**config.mk**
```make
export PLATFORM = sky130hd
export DESIGN_NAME = filter_coe_scheduler
export DESIGN_NICKNAME = d
export VERILOG_FILES = /design/src/rtl/filter_coe_scheduler.sv
export SDC_FILE = /design/constraint.sdc
export NUM_CORES = 1
export LEC_CHECK = 0
export ABC_AREA = 1
export BUFFER_PORTS_ARGS = -buffer_cell sky130_fd_sc_hd__buf_2
export CAP_MARGIN = 25
export CORE_MARGIN = 4
export CORE_UTILIZATION = 35
export CTS_BUF_LIST = sky130_fd_sc_hd__clkbuf_4
export DETAILED_ROUTE_END_ITERATION = 8
export PLACE_DENSITY = 0.5
export SLEW_MARGIN = 25
export SYNTH_ARGS = -nofsm -noshare
export SYNTH_HDL_FRONTEND = slang
export SYNTH_SLANG_ARGS = --single-unit
```
**constraint.sdc**
```tcl
create_clock -name clk -period 2.3 [get_ports clk]
set_clock_uncertainty 0.15 [all_clocks]
set_input_delay 0.46 -clock clk [delete_from_list [all_inputs] [get_ports clk]]
set_output_delay 0.46 -clock clk [all_outputs]
set_load 0.005 [all_outputs]
```
**src/rtl/filter_coe_scheduler.sv**
```systemverilog
// filter_coe_scheduler: shadow/active coefficient banks for the stream convolution filter.
// Rev 1.0 - shadow-to-active commits on SOF, with an idle-timeout fallback.
`default_nettype none

module filter_coe_scheduler #(
  parameter int FILTER_CORE_DIM = 5,
  parameter int COE_WIDTH       = 16,
  parameter int ADDR_W          = 5,
  parameter int IDLE_TIMEOUT    = 1024
) (
  input  logic                                                 clk,
  input  logic                                                 reset,
  input  logic [ADDR_W-1:0]                                    cfg_waddr,
  input  logic [COE_WIDTH-1:0]                                 cfg_wdata,
  input  logic                                                 cfg_we,
  input  logic                                                 cfg_commit,
  output logic                                                 cfg_busy,
  output logic                                                 cfg_err,
  output logic                                                 commit_done,
  output logic                                                 forced_commit,
  input  logic                                                 mon_tvalid,
  input  logic                                                 mon_tready,
  input  logic                                                 mon_tuser,
  output logic [FILTER_CORE_DIM*FILTER_CORE_DIM*COE_WIDTH-1:0] coe_flat
);

  localparam int N      = FILTER_CORE_DIM * FILTER_CORE_DIM;
  localparam int CENTRE = (N - 1) / 2;
  localparam int CNT_W  = (IDLE_TIMEOUT > 1) ? $clog2(IDLE_TIMEOUT) : 1;
  localparam logic [CNT_W-1:0]     C_TO_LAST = CNT_W'((IDLE_TIMEOUT == 0) ? 0 : IDLE_TIMEOUT - 1);
  localparam logic [ADDR_W:0]      C_N       = (ADDR_W + 1)'(N);
  localparam logic [COE_WIDTH-1:0] C_ONE     = {1'b0, {(COE_WIDTH - 1){1'b1}}};

  localparam logic [1:0] S_IDLE  = 2'd0;
  localparam logic [1:0] S_ARMED = 2'd1;
  localparam logic [1:0] S_DONE  = 2'd2;

  logic [COE_WIDTH-1:0] r_shadow [N];
  logic [COE_WIDTH-1:0] r_active [N];
  logic [1:0]           r_state;
  logic [1:0]           w_state_nxt;
  logic [CNT_W-1:0]     r_cnt;
  logic                 r_busy;
  logic                 r_err;
  logic                 r_done;
  logic                 r_forced;

  logic w_beat, w_sof, w_addr_ok, w_wr_ok, w_wr_rej, w_timeout, w_commit;

  assign w_beat    = mon_tvalid & mon_tready;
  assign w_sof     = w_beat & mon_tuser;
  assign w_addr_ok = ({1'b0, cfg_waddr} < C_N);
  assign w_wr_ok   = cfg_we & w_addr_ok & (r_state == S_IDLE);
  assign w_wr_rej  = cfg_we & ~w_wr_ok;
  assign w_timeout = (IDLE_TIMEOUT != 0) && (r_state == S_ARMED) && !w_beat && (r_cnt == C_TO_LAST);
  // A sof arriving in the timeout cycle wins, so forced_commit stays clear.
  assign w_commit  = (r_state == S_ARMED) && (w_sof || w_timeout);

  always_comb begin
    w_state_nxt = r_state;
    case (r_state)
      S_IDLE:  if (cfg_commit) w_state_nxt = S_ARMED;
      S_ARMED: if (w_commit)   w_state_nxt = S_DONE;
      S_DONE:  w_state_nxt = S_IDLE;
      default: w_state_nxt = S_IDLE;
    endcase
  end

  always_ff @(posedge clk or negedge reset) begin
    if (!reset) begin
      for (int k = 0; k < N; k++) begin
        r_shadow[k] <= (k == CENTRE) ? C_ONE : '0;
        r_active[k] <= (k == CENTRE) ? C_ONE : '0;
      end
    end else begin
      for (int k = 0; k < N; k++) begin
        if (w_wr_ok && (cfg_waddr == ADDR_W'(k))) r_shadow[k] <= cfg_wdata;
      end
      if (w_commit) r_active <= r_shadow;
    end
  end

  always_ff @(posedge clk or negedge reset) begin
    if (!reset) begin
      r_state  <= S_IDLE;
      r_cnt    <= '0;
      r_busy   <= 1'b0;
      r_err    <= 1'b0;
      r_done   <= 1'b0;
      r_forced <= 1'b0;
    end else begin
      r_state <= w_state_nxt;
      r_busy  <= (w_state_nxt != S_IDLE);
      r_err   <= w_wr_rej;
      r_done  <= w_commit;
      if ((r_state == S_ARMED) && (w_state_nxt == S_ARMED) && !w_beat) r_cnt <= r_cnt + 1'b1;
      else                                                              r_cnt <= '0;
      if (w_commit) r_forced <= ~w_sof;
    end
  end

  assign cfg_busy      = r_busy;
  assign cfg_err       = r_err;
  assign commit_done   = r_done;
  assign forced_commit = r_forced;

  for (genvar k = 0; k < N; k++) begin : g_flat
    assign coe_flat[k*COE_WIDTH +: COE_WIDTH] = r_active[k];
  end

endmodule

`default_nettype wire

```
After elaboration in Yosys (flattened, before gate mapping):

Cells that the tools add are included.

* bitwise logic cells: 7
* reductions and logical operators: 35
* $add $sub $neg: 1
* multiply operators: 0
* equal/unequal tests: 27
* divide/modulo/power cells: 0
* shift operators: 0
* mux-type cells: 4
* $lt $le $gt $ge: 1

Operator list (number)
* $eq A5 B5 Y1 const B: 9
* $eq A5 B4 Y1 const B: 8
* $logic_and A1 B1 Y1: 30
* $eq A5 B3 Y1 const B: 4
* $add A10 B1 Y10 const B: 1
* $eq A10 B10 Y1 const B: 1
* $eq A5 B2 Y1 const B: 2
* $mux W10: 1
* $and A1 B1 Y1: 5
* $eq A5 B1 Y1 const B: 1
* $logic_not A5 Y1: 1
* $lt A5 B5 Y1 const B: 1
* $eq A2 B1 Y1 const B: 2
* $mux W2: 2
* $pmux W2 S2: 1
* $logic_not A2 Y1: 1
* $not A1 Y1: 2
* $reduce_bool A2 Y1: 1
* $logic_not A1 Y1: 1
* $logic_or A1 B1 Y1: 1

* memory bits (writable): 0
* bits in latches: 0
* memories: 0
* register bits after elaboration: 816
* ROM bits: 0
* output and inout bits: 404

Longest topological paths before layout:

Gate-level depths: netlist of the first run.

* depth after elaboration: 12
* gate-level depth with buffers: 10
* gate-level depth less buffers: 8

Least setup slack after synthesis of the first run:

Ideal clock, no wire load.

* path type: register -> register
* from: register r_cnt[0]
* to: register r_active, in the netlist coe_flat[32]
* cell stages (with the launch flop): 10
* period minus slack after synthesis: 1793 ps
* arrival time: 1577 ps
* slack: 507 ps
* cell sequence: dfrtp_1 ha_1 nand2_1 nor2_2 nand3_2 o21bai_4 buf_6 buf_4 nand2_1 nand2_1

* longest elaborated chain between the ends: 4

Ends and longest elaborated chain
* start: declaration: RTL line 42 `logic [CNT_W-1:0] r_cnt;`
* start signal: assignment: RTL line 96 `if ((r_state == S_ARMED) && (w_state_nxt == S_ARMED) && !w_beat) r_cnt <= r_cnt + 1'b1;`
* $eq A10 B10 Y1: RTL line 55 `assign w_timeout = (IDLE_TIMEOUT != 0) && (r_state == S_ARMED) && !w_beat && (r_cnt == C_TO_LAST);`
* $logic_and A1 B1 Y1: RTL line 55
* $logic_or A1 B1 Y1: RTL line 57 `assign w_commit = (r_state == S_ARMED) && (w_sof || w_timeout);`
* $logic_and A1 B1 Y1: RTL line 57
* end signal: indexed assignment: RTL line 73 `r_active[k] <= (k == CENTRE) ? C_ONE : '0;`
* end signal: assignment: RTL line 79 `if (w_commit) r_active <= r_shadow;`
* end: declaration: RTL line 39 `logic [COE_WIDTH-1:0] r_active [N];`

No other way between the ends.
A chain may end at the register's enable or synchronous reset.

Final worst setup path of the first run:

* from: input port mon_tready
* to: register r_busy, in the netlist cfg_busy

* longest elaborated chain between the ends: 9
* elaborated cells between the ends (all ways): 10

Ends and longest elaborated chain
* start: declaration: RTL line 22 `input logic mon_tready,`
* $and A1 B1 Y1 (*): RTL line 50 `assign w_beat = mon_tvalid & mon_tready;`
* $logic_not A1 Y1: RTL line 55
* $logic_and A1 B1 Y1 (2 in series): RTL line 55
* $logic_or A1 B1 Y1 (*): RTL line 57
* $logic_and A1 B1 Y1 (*): RTL line 57
* $mux W2 (*): RTL line 63 `S_ARMED: if (w_commit) w_state_nxt = S_DONE;`
* $pmux W2 S2 (*): RTL line 61 `case (r_state)`
* $reduce_bool A2 Y1 (*): RTL line 93 `r_busy <= (w_state_nxt != S_IDLE);`
* end signal: assignment: RTL line 93
* end: declaration: RTL line 43 `logic r_busy;`

Mark *: on every way between the ends. The rest lies on a longest branch, timed or not.

==> results of run 1 <==
final timing paths:
path / startpoint / cells past startpoint / end / slack (ns)
min reg2reg: r_shadow[55] / 2 / coe_flat[343] / 0.28
min: cfg_wdata[3] / 4 / r_shadow[291] / 0.17
max in group asynchronous: reset / 6 / r_shadow[202] / 0.70
max reg2reg: r_cnt[0] / 10 / coe_flat[8] / 0.11
min in group asynchronous: reset / 4 / coe_flat[55] / 0.46
max: mon_tready / 10 / cfg_busy / -0.07
worst reg2reg max path: stages (launching register included):
cell and delay, ns:
dfrtp_1 0.40, ha_1 0.20, nand2_1 0.09, nor2_4 0.17, nand3_4 0.12, o21bai_4 0.28
buf_4 0.21, clkbuf_16 0.19, buf_4 0.15, nand2_1 0.08, nand2_1 0.06
sequential cells by signal, indices dropped and copies added (netlist names):
signal,cells
cfg_busy,1
cfg_err,1
r_shadow,400
r_state,2
commit_done,1
r_cnt,10
coe_flat,400
forced_commit,1
cell usage in the layout (no fill, tap or decap), types with 4 or more instances in the layout:
| cell type | synthesis | routed |
|---|---|---|
| inv_6 | 0 | 4 |
| nand3_2 | 8 | 7 |
| buf_12 | 0 | 63 |
| o21ai_1 | 124 | 124 |
| inv_2 | 4 | 7 |
| dfstp_2 | 30 | 30 |
| nor2_1 | 138 | 136 |
| buf_4 | 8 | 303 |
| buf_2 | 82 | 406 |
| clkbuf_4 | 0 | 351 |
| clkbuf_16 | 0 | 8 |
| diode_2 | 0 | 4 |
| clkinv_1 | 1 | 25 |
| inv_1 | 29 | 29 |
| nor2_4 | 10 | 11 |
| buf_6 | 45 | 27 |
| nor2_2 | 11 | 12 |
| nand4_1 | 5 | 5 |
| o21ai_0 | 165 | 165 |
| a21oi_1 | 112 | 112 |
| nand3_1 | 408 | 408 |
| nand2_1 | 1256 | 1255 |
| dlygate4sd3_1 | 0 | 40 |
| dfrtp_1 | 786 | 783 |
cell type report:
type                       count  area (µm²)  share of cell area
sequential                   816       20500               0.496
multi-input combinational   2256        9770               0.237
timing repair buffer         850        6540               0.159
clock buffer                 351        2640              0.0639
tap                         1176        1470              0.0357
clock inverter                37         225             0.00546
inverter                      34         135             0.00328
antenna                        4        10.0            0.000243
routing by layer:
| metal | vias up | part of all wire | track usage |
|---|---|---|---|
| met5 | - | 0 | 0 |
| met4 | 0 | 0.022 | 0.0669 |
| met3 | 132 | 0.052 | 0.0431 |
| met2 | 746 | 0.47 | 0.367 |
| met1 | 12900 | 0.45 | 0.308 |
| li1 | 12600 | - | - |
power breakdown:
group / leakage [nW] / total (mW) / internal [mW] / switching [mW]
Sequential: 10.9 / 21.2 / 18.4 / 2.77
Clock: 1.72 / 13.2 / 7.08 / 6.12
Combinational: 10.2 / 9.93 / 5.09 / 4.84
Total: 22.7 / 44.3 / 30.6 / 13.7
timing repair:
action                                   CTS  global route
pin swaps                                  0             3
hold buffers                              41             0
gates cloned                               0             8
setup buffers                            114            80
gates resized for setup                   20            18
hold endpoints to repair                1221             0
endpoints found under the setup margin   397           733
stage by stage:
stage / std cells / hold WS [ns]
after floorplan: 3353 / 0.0144
after global placement: 4889 / 0.224
after detailed placement: 4889 / 0.219
after CTS: 5432 / 0.0182
after global routing: 5521 / 0.0862
final: 5524 / 0.173
kinds of logic after synthesis:
kind of cell,after synthesis
DFF,816
adders and majority gates,1
AOI/OAI and AO/OA,405
buffers and inverters,281
and+or+nand+nor,1844
xor gates and xnor gates,6
==> impl_metrics.env, run 1 <==
export IMPL_crit_required_ns=3.09
export IMPL_max_stage_delay_ns=0.67
export IMPL_place_worst_setup_slack_ns=0.0456
export IMPL_antenna_left=0
export IMPL_finalWorstSetupSlack_ns=-0.0683
export IMPL_ys_flop_type="dfrtp_1"
export IMPL_routed_via_density=4.77
export IMPL_antenna_found_initial=6
export IMPL_synth_top_family_by_area="simple AND/OR/NAND/NOR gates"
export IMPL_numCtsBuffers=218
export IMPL_period_needed_ns=2.37
export IMPL_dr_pass1_iters=5
export IMPL_fin_area_um2=41200
export IMPL_final_nets=4205
export IMPL_grt_setup_unrepaired="true"
export IMPL_grt_first_pass_wirelength_um=164000
export IMPL_crit_type="input pin to register"
export IMPL_synth_edf_count=0
export IMPL_synthSimpleGateAreaFrac=0.240
export IMPL_synth_area_leader_cell="dfrtp_1"
export IMPL_finalSetupTns_ns=-0.243
export IMPL_violations="setup timing"
export IMPL_ys_ff_latch=816
export IMPL_setup_worst_path_end_class="register"
export IMPL_avgSynthCellArea_um2=9.46
export IMPL_leakage_nw=22.7
export IMPL_ys_types=32
export IMPL_clockRootBuffer="clkbuf_4"
export IMPL_drv_cap=0
export IMPL_slew_headroom=0.646
export IMPL_dpl_cell_area_um2=36100
export IMPL_finish_utilization=0.458
export IMPL_synth_xor_area_share=0.00166
export IMPL_drc=0
export IMPL_critPathSlowestCell="dlygate4sd3_1"
export IMPL_timing_final_crit_share=1.03
export IMPL_total_power_mw=44.3
export IMPL_synth_top_area_frac=0.620
export IMPL_gr_usage_all_layers=0.225
export IMPL_async_reset_ff_frac=1.00
export IMPL_synth_compound_area_frac=0.0648
export IMPL_tightest_slew_ns=0.531
export IMPL_io_buffers=431
export IMPL_syn_nets=3382
export IMPL_cts_tree="built"
export IMPL_core_area_um2=90000
export IMPL_clock_path_buffers=3
export IMPL_status="finished with violations"
export IMPL_die_x_um=309
export IMPL_io_pins=432
export IMPL_dieArea_um2=95500
export IMPL_path_clk_slew_ns=0.06
export IMPL_ys_warn_count=0
export IMPL_synth_commonest_cells="nand2_1 (1256), dfrtp_1 (786), nand3_1 (408), o21ai_0 (165), nor2_1 (138)"
export IMPL_netlist_instances=3353
export IMPL_grt_max_degree=106
export IMPL_crit_buf_inv=7
export IMPL_crit_path_start_kind="input pin"
export IMPL_overflow=0
export IMPL_synth_area_top_cells="dfrtp_1 (62%), nand2_1 (15%), nand3_1 (6.4%)"
export IMPL_drv_slew=0
export IMPL_dp_hpwl_um=70400
export IMPL_netlist_area_um2=31700
export IMPL_rows=110
export IMPL_wirelength_um=110000
export IMPL_vias=26400
export IMPL_ctsHtreeMaxLevel=4
export IMPL_hold_class="input pin to register"
export IMPL_path_max_fanout=26
export IMPL_gp_congestion=0.778
export IMPL_cp_arrival_ns=3.16
export IMPL_clock_latency_ns=1.06
export IMPL_cpMostUsedCell="dlygate4sd3_1"
export IMPL_finalHoldViolCount=0
export IMPL_num_fill_cells=8937
export IMPL_syn_to_final_growth_pct=30.0
export IMPL_dieHeight_um=309
export IMPL_synth_area_mux_share=0
export IMPL_seq_area_frac_synth=0.645
export IMPL_drt_iter0_drc=1822
export IMPL_clock_sinks=816
export IMPL_grt_pass1_vias=26300
export IMPL_setup_viol=13
export IMPL_synth_most_common_cell="nand2_1"
export IMPL_path_cells="dlygate4sd3_1, buf_2, nand3_1, dlygate4sd3_1, nor2_1, buf_4, inv_8, buf_12, nand4_1, dlygate4sd3_1"
export IMPL_vdd_drop_max_uv=463
export IMPL_max_freq_ghz=0.422
export IMPL_initial_utilization=0.352
export IMPL_drive_above_1_share=0.288
export IMPL_crit_family="buffers and inverters"
export IMPL_routedWlPerCell_um=20.0
export IMPL_power_density_nw_per_um2=1080
export IMPL_synth_adder_area_share=0.000394
Note: power is estimated with default switching activity, not from simulation.
==> inputs of run 2 (changes only) <==
- TNS_END_PERCENT: not set -> 30
==> run 2 against run 1 <==
  * The flow still finishes with violations (setup timing)
  * Largest cell class unchanged
  * Routed wire length shrank 1.0%
  * Via count shrank 2.1%
  * Cell count is 2.9% lower
  * Non-clock buffer count down 161
==> impl_metrics.env, run 2 (synthesized netlist as in run 1, its figures left out) <==
export IMPL_status="finished with violations"
export IMPL_violations="setup timing"
export IMPL_worstSetupPathDepth=10
export IMPL_final_cell_mix="nand2_1 (1255), dfrtp_1 (783), nand3_1 (408), buf_2 (408), clkbuf_4 (351)"
export IMPL_clock_latency_ns=1.08
export IMPL_syn_to_final_growth_pct=26.2
export IMPL_grt_max_degree=106
export IMPL_total_power_mw=43.1
export IMPL_routed_via_density=4.81
export IMPL_crit_family="buffers and inverters"
export IMPL_drive_above_1_share=0.260
export IMPL_io_pins=432
export IMPL_power_density_nw_per_um2=1080
export IMPL_drc=0
export IMPL_cts_tree="built"
export IMPL_drt_iter0_drc=1949
export IMPL_clock_sinks=816
export IMPL_routedWlPerCell_um=20.4
export IMPL_dpl_cell_area_um2=36100
export IMPL_wirelength_um=109000
export IMPL_crit_buf_inv=7
export IMPL_dr_pass1_iters=5
export IMPL_cp_arrival_ns=3.17
export IMPL_placedCellCount=4889
export IMPL_final_nets=4044
export IMPL_r2r_start="r_cnt[0]"
export IMPL_numCtsBuffers=218
export IMPL_setup_worst_path_start="mon_tready"
export IMPL_core_area_um2=90000
export IMPL_max_freq_ghz=0.422
export IMPL_clockRootBuffer="clkbuf_4"
export IMPL_drv_cap=0
export IMPL_finalHoldViolCount=0
export IMPL_fin_area_um2=40000
export IMPL_place_worst_setup_slack_ns=0.0456
export IMPL_min_delay_start="cfg_wdata[3]"
export IMPL_antenna_found_initial=5
export IMPL_drv_slew=0
export IMPL_finalWorstSetupSlack_ns=-0.0723
export IMPL_setup_worst_path_end_class="register"
export IMPL_crit_required_ns=3.10
export IMPL_clock_path_buffers=3
export IMPL_grt_pass1_vias=25900
export IMPL_initial_utilization=0.352
export IMPL_cpMostUsedCell="dlygate4sd3_1"
export IMPL_io_buffers=431
export IMPL_dp_hpwl_um=70400
export IMPL_rr_worst_depth=10
export IMPL_die_x_um=309
export IMPL_vias=25800
export IMPL_rows=110
export IMPL_dieHeight_um=309
export IMPL_slew_headroom=0.645
export IMPL_layoutNonFillerInstCount=5364
export IMPL_overflow=0
export IMPL_setup_viol=16
export IMPL_path_max_fanout=26
export IMPL_antenna_left=0
export IMPL_gp_congestion=0.778
export IMPL_max_stage_delay_ns=0.67
export IMPL_timing_final_crit_share=1.03
export IMPL_critPathSlowestCell="dlygate4sd3_1"
export IMPL_grt_setup_unrepaired="true"
export IMPL_period_needed_ns=2.37
export IMPL_hold_path_depth=4
export IMPL_path_cells="dlygate4sd3_1, buf_2, nand3_1, dlygate4sd3_1, nor2_1, buf_4, inv_8, buf_12, nand4_1, dlygate4sd3_1"
export IMPL_hold_class="input pin to register"
export IMPL_dieArea_um2=95500
export IMPL_tightest_slew_ns=0.532
export IMPL_whs_ns=0.167
export IMPL_path_clk_slew_ns=0.06
export IMPL_crit_path_start_kind="input pin"
export IMPL_ctsHtreeMaxLevel=4
export IMPL_leakage_nw=21.9
export IMPL_crit_type="input pin to register"
export IMPL_final_common_cell="nand2_1"
export IMPL_grt_first_pass_wirelength_um=163000
export IMPL_vdd_drop_max_uv=462
export IMPL_gr_usage_all_layers=0.224
-- run 2: final timing paths --
check	slack, ns	endpoint
worst min-delay path	0.17	r_shadow[291]
worst max-delay path	-0.07	cfg_busy
worst min register to register	0.28	coe_flat[218]
min in group asynchronous	0.45	coe_flat[55]
max in group asynchronous	0.71	r_shadow[202]
worst max register to register	0.11	coe_flat[8]
-- run 2: layout make-up --
cell class                 count  area (µm²)
antenna                        5        12.5
clock buffer                 351        2640
clock inverter                37         225
fill                        9030       50000
inverter                      34         135
multi-input combinational   2256        9770
sequential                   816       20500
tap                         1176        1470
timing repair buffer         689        5320
-- run 2: routing by layer --
| metal | track usage | part of all wire |
|---|---|---|
| met1 | 0.308 | 0.45 |
| met2 | 0.362 | 0.47 |
| met3 | 0.0431 | 0.052 |
| met4 | 0.0692 | 0.023 |
| met5 | 0 | 0 |
-- run 2: report_power, final --
group / leakage (nW) / switching [mW] / internal (mW)
Sequential: 10.9 / 2.80 / 18.4
Clock: 1.72 / 6.11 / 7.08
Combinational: 9.30 / 4.56 / 4.14
Total: 21.9 / 13.5 / 29.7
-- run 2: timing repair --
item                                    in CTS  in global routing
hold buffers                                41                  0
buffers inserted                            23                 10
endpoints found under the hold margin     1221                  0
gates resized for setup                     14                 19
cloned                                       0                  8
pin swaps                                    0                  3
endpoints found under the setup margin     397                743
-- run 2: metrics by stage --
stage	setup TNS (ns)	utilization
floorplan	0	-
global placement	0	0.401
detailed placement	0	0.401
CTS	-23.16	0.440
global route	-14.87	0.445
finish	-0.317	0.445
-- run 2: worst min-delay path, delay by kind of cell --
kind                   cells  cell delay, ns
and+or+nand+nor            2            0.12
buffers and inverters      2            0.72
